## src/rtl/digits_to_number.sv

```systemverilog
// digits_to_number: converts up to MAX_DIGITS BCD digits (MSD first) to a saturating 16-bit binary value
module digits_to_number #(
    parameter int MAX_DIGITS = 8
) (
    input  logic                    clk,
    input  logic                    rst_n,
    input  logic [4*MAX_DIGITS-1:0] digits_flat,
    input  logic [3:0]              num_digits,
    input  logic                    in_valid,
    output logic                    in_ready,
    output logic [15:0]             number,
    output logic                    out_valid,
    input  logic                    out_ready,
    output logic                    overflow,
    output logic                    bad_digit
);
    localparam logic [3:0] MAXD = 4'(MAX_DIGITS);

    typedef enum logic [1:0] {IDLE, CONV, DONE} state_t;

    state_t                  state;
    state_t                  state_nxt;
    logic [4*MAX_DIGITS-1:0] digs;
    logic [3:0]              cnt;
    logic [3:0]              n_in;
    logic [3:0]              dig;
    logic [3:0]              dig_ok;
    logic [19:0]             step;
    logic                    hs;

    // Digits are pre-aligned so the current most significant digit always sits in the top slot.
    assign n_in      = (num_digits > MAXD) ? MAXD : num_digits;
    assign hs        = in_valid && (state == IDLE);
    assign dig       = digs[4*MAX_DIGITS-1 -: 4];
    assign dig_ok    = (dig > 4'd9) ? 4'd0 : dig;
    assign step      = 20'(number) * 20'd10 + 20'(dig_ok);
    assign in_ready  = (state == IDLE);
    assign out_valid = (state == DONE);

    // State register
    always_ff @(posedge clk or negedge rst_n) begin
        if (!rst_n) state <= IDLE;
        else        state <= state_nxt;
    end

    // Next-state logic: accept in IDLE, one digit per CONV cycle, hold result in DONE
    always_comb begin
        state_nxt = state;
        unique case (state)
            IDLE:    if (in_valid) state_nxt = (n_in == 4'd0) ? DONE : CONV;
            CONV:    if (cnt == 4'd1) state_nxt = DONE;
            DONE:    if (out_ready) state_nxt = IDLE;
            default: state_nxt = IDLE;
        endcase
    end

    // Datapath: capture request, then accumulate acc*10+d with sticky saturation and bad-digit flags
    always_ff @(posedge clk or negedge rst_n) begin
        if (!rst_n) begin
            digs      <= '0;
            cnt       <= '0;
            number    <= '0;
            overflow  <= 1'b0;
            bad_digit <= 1'b0;
        end else if (hs) begin
            digs      <= digits_flat << (4 * (MAX_DIGITS - int'(n_in)));
            cnt       <= n_in;
            number    <= '0;
            overflow  <= 1'b0;
            bad_digit <= 1'b0;
        end else if (state == CONV) begin
            digs      <= digs << 4;
            cnt       <= cnt - 4'd1;
            bad_digit <= bad_digit | (dig > 4'd9);
            if (overflow || step > 20'hFFFF) begin
                number   <= 16'hFFFF;
                overflow <= 1'b1;
            end else begin
                number   <= step[15:0];
            end
        end
    end
endmodule
```

## config.mk

```make
export PLATFORM = sky130hd
export DESIGN_NAME = digits_to_number
export DESIGN_NICKNAME = d
export VERILOG_FILES = /design/src/rtl/digits_to_number.sv
export SDC_FILE = /design/constraint.sdc
export NUM_CORES = 1
export LEC_CHECK = 0
export CAP_MARGIN = 20
export CORE_UTILIZATION = 59
export CTS_CLUSTER_DIAMETER = 40
export DETAILED_ROUTE_END_ITERATION = 8
export DONT_BUFFER_PORTS = 1
export MAX_ROUTING_LAYER = met4
export PLACE_DENSITY = 0.78
export SKIP_LAST_GASP = 1
export SLEW_MARGIN = 20
export SYNTH_ARGS = -nofsm -noshare
export SYNTH_HDL_FRONTEND = slang
export SYNTH_SLANG_ARGS = --single-unit
```

## constraint.sdc

```tcl
create_clock -name clk -period 3.13 [get_ports clk]
set_clock_uncertainty 0.05 [all_clocks]
set_input_delay 0.7825 -clock clk [delete_from_list [all_inputs] [get_ports clk]]
set_output_delay 0.7825 -clock clk [all_outputs]
set_load 0.03 [all_outputs]
```

==> flow_metrics.env <==
export IMPL_met1Wirelength_um=5210
export IMPL_n_antenna_cell=0
export IMPL_drt_iter0_markers=317
export IMPL_synth_edf_count=0
export IMPL_min_path_type="input port to async pin"
export IMPL_min_period_ns=3.32
export IMPL_synth_area_um2=4710
export IMPL_pre_cts_slack_ns=-0.216
export IMPL_max_slew_margin_rel_pct=35.0
export IMPL_layout_drive_gt1_share_pct=18.0
export IMPL_ys_ff_latch=56
export IMPL_fin_tns_setup_ns=-2.69
export IMPL_arrival_ns=3.43
export IMPL_end_kind="flop"
export IMPL_syn_inst=573
export IMPL_ctsHoldBuffers=0
export IMPL_cts_sinks=56
export IMPL_rows=32
export IMPL_final_instance_count_excl_fill=701
export IMPL_initial_core_util_pct=61.0
export IMPL_gp_congestion=0.914
export IMPL_highest_layer="met4"
export IMPL_drc=0
export IMPL_final_antenna_net_count=0
export IMPL_hpwl_um=8890
export IMPL_overflow=0
export IMPL_yosysWarnings=0
export IMPL_finalSetupViolCount=17
export IMPL_numCtsBuffers=5
export IMPL_drv_slew=0
export IMPL_clockBufferDepth=2
export IMPL_avgRoutedWirePerCell_um=17.1
export IMPL_hold_viol=0
export IMPL_timing_fmax_mhz=301
export IMPL_postLayoutSetupSlackWorst_ns=-0.189
export IMPL_ios=60
export IMPL_status="complete, but fails checks"
export IMPL_core_um2=7730
export IMPL_avgSynthCellArea_um2=8.22
export IMPL_met2_length_um=5730
export IMPL_critical_path_max_fanout=4
export IMPL_routed_wl_met3_um=740
export IMPL_grt_first_pass_wirelength_um=20000
export IMPL_worst_ep_required_time_ns=3.24
export IMPL_clkSlewWorstSetupHoldPaths_ns=0.10
export IMPL_first_global_vias=4379
export IMPL_die_area_um2=8350
export IMPL_htree_levels=2
export IMPL_routed_via_count=4361
export IMPL_chipHeight_um=91.4
export IMPL_numPortBuffers=0
export IMPL_antenna_found_initial=0
export IMPL_rsz0062_at_grt="true"
export IMPL_violations="negative setup slack"
export IMPL_critPathKind="flop to flop"
export IMPL_viasPerCell=6.22
export IMPL_synth_ff_type="dfrtp_1"
export IMPL_wirelength_um=12000
export IMPL_yosys_area_top_type="dfrtp_1"
export IMPL_fin_crit_sh_pct=106
export IMPL_drtPass1Iterations=4
export IMPL_synth_top_area_share_pct=29.7
export IMPL_postLayoutCoreUtil_pct=68.9
export IMPL_ys_async_sr_fraction_pct=100
export IMPL_placed_cells_incl_taps=691
export IMPL_drv_cap=0
export IMPL_nets=674
export IMPL_netlist_top_cells_area="dfrtp_1 30%, ha_1 9.0%, a21oi_1 6.5%"
export IMPL_syn_nets=649
export IMPL_area_growth_pct=13.1
export IMPL_grt_usage_pct=30.6
export IMPL_clockRootBuffer="clkbuf_8"
export IMPL_die_w_um=91.4
export IMPL_cts_tree="built"
export IMPL_clk_latency_ns=0.32
export IMPL_grt_max_degree=57
export IMPL_cp_start_kind="flop"
export IMPL_worst_pin_slew_ns=0.973
export IMPL_synth_seq_area_share_pct=29.7
export IMPL_ys_types=59
registers in the layout (all words and copies together) (netlist names):
register	count
digs	32
state	2
bad_digit	1
cnt	4
overflow	1
number	16
metal layers:
layer | up-vias | GRT usage, %
met1 | 2057 | 39.9
met2 | 161 | 49.2
met5 | - | -
li1 | 2105 | -
met4 | 0 | 9.92
met3 | 38 | 4.27
layout make-up:
cell class	instances	area, um2
well taps	102	128
flip-flops and latches	56	1410
repair buffers	52	423
inverters	16	60.1
fillers	608	2400
multi-input cells	467	3210
clock inverters	2	13.8
clock buffers	6	82.6
through the flow:
| step | cell area [um2] | hold slack, ns |
|---|---|---|
| after floorplan | 4770 | 0.409 |
| after global placement | 5140 | 0.417 |
| after detailed placement | 5140 | 0.424 |
| after CTS | 5290 | 0.0911 |
| after global routing | 5330 | 0.0834 |
| final | 5330 | 0.0918 |
worst paths after layout:
check / slack, ns / to / cells past startpoint / start
worst min register to register: 0.44 / digs[19] / 1 / digs[19]
min in group clk: 0.44 / digs[19] / 1 / digs[19]
max in group asynchronous: 2.82 / digs[24] / 0 / rst_n
worst max-delay path: -0.19 / number[13] / 12 / number[3]
worst max register to register: -0.19 / number[13] / 12 / number[3]
worst min-delay path: 0.09 / cnt[3] / 0 / rst_n
critical path, stage by stage, from the launching register on:
cell	delay [ns]
dfrtp_2	0.44
ha_4	0.27
ha_4	0.12
inv_2	0.04
fa_2	0.36
nand2b_4	0.17
a211oi_4	0.39
nor2_2	0.11
xor2_2	0.20
or2_2	0.35
nor3b_1	0.31
xnor2_1	0.23
a31oi_4	0.11
placed cells by master, fill, tap and decap left out, drive strengths merged, types with 5 or more instances in the layout:
cell type | netlist | layout
xnor2 | 13 | 13
o21ai | 58 | 58
dfrtp | 56 | 56
xor2 | 12 | 12
nand3 | 28 | 28
nor2 | 43 | 43
a31oi | 21 | 21
nand2 | 78 | 78
o21a | 22 | 22
mux2i | 13 | 13
nor3 | 5 | 5
buf | 6 | 52
a21oi | 63 | 63
nor2b | 6 | 6
inv | 16 | 17
nor3b | 6 | 6
ha | 34 | 34
clkbuf | 28 | 6
a211oi | 10 | 10
nand2b | 11 | 11
timing repair:
item | CTS | global route
pin swaps | 7 | 6
gates cloned | 1 | 0
buffers inserted | 1 | 0
setup endpoints to repair | 17 | 17
gates resized for setup | 6 | 7
Yosys cell counts (5+ instances only):
| cell type | n |
|---|---|
| a211oi_1 | 8 |
| a21oi_1 | 61 |
| a31oi_1 | 14 |
| a31oi_4 | 7 |
| clkbuf_1 | 28 |
| dfrtp_1 | 56 |
| ha_1 | 34 |
| inv_1 | 16 |
| mux2i_1 | 13 |
| nand2_1 | 76 |
| nand2b_1 | 11 |
| nand3_1 | 28 |
| nor2_1 | 42 |
| nor2b_1 | 6 |
| nor3_1 | 5 |
| nor3b_1 | 5 |
| o21a_1 | 22 |
| o21ai_0 | 58 |
| xnor2_1 | 13 |
| xor2_1 | 12 |
kinds of logic after synthesis:
kind of cell	Yosys count	share of synthesized area, %
AO/OA/AOI/OAI	198	28.2
buffers and inverters	50	4.59
multiplexers	16	3.48
adder cells (fa/ha/maj)	36	9.88
XOR/XNOR	25	4.65
AND/OR/NAND/NOR	192	19.4
flip-flops	56	29.7
Power is left out: the tool's default activity adds up to more than one toggle a clock period on the data nets, which glitch-free logic cannot reach.
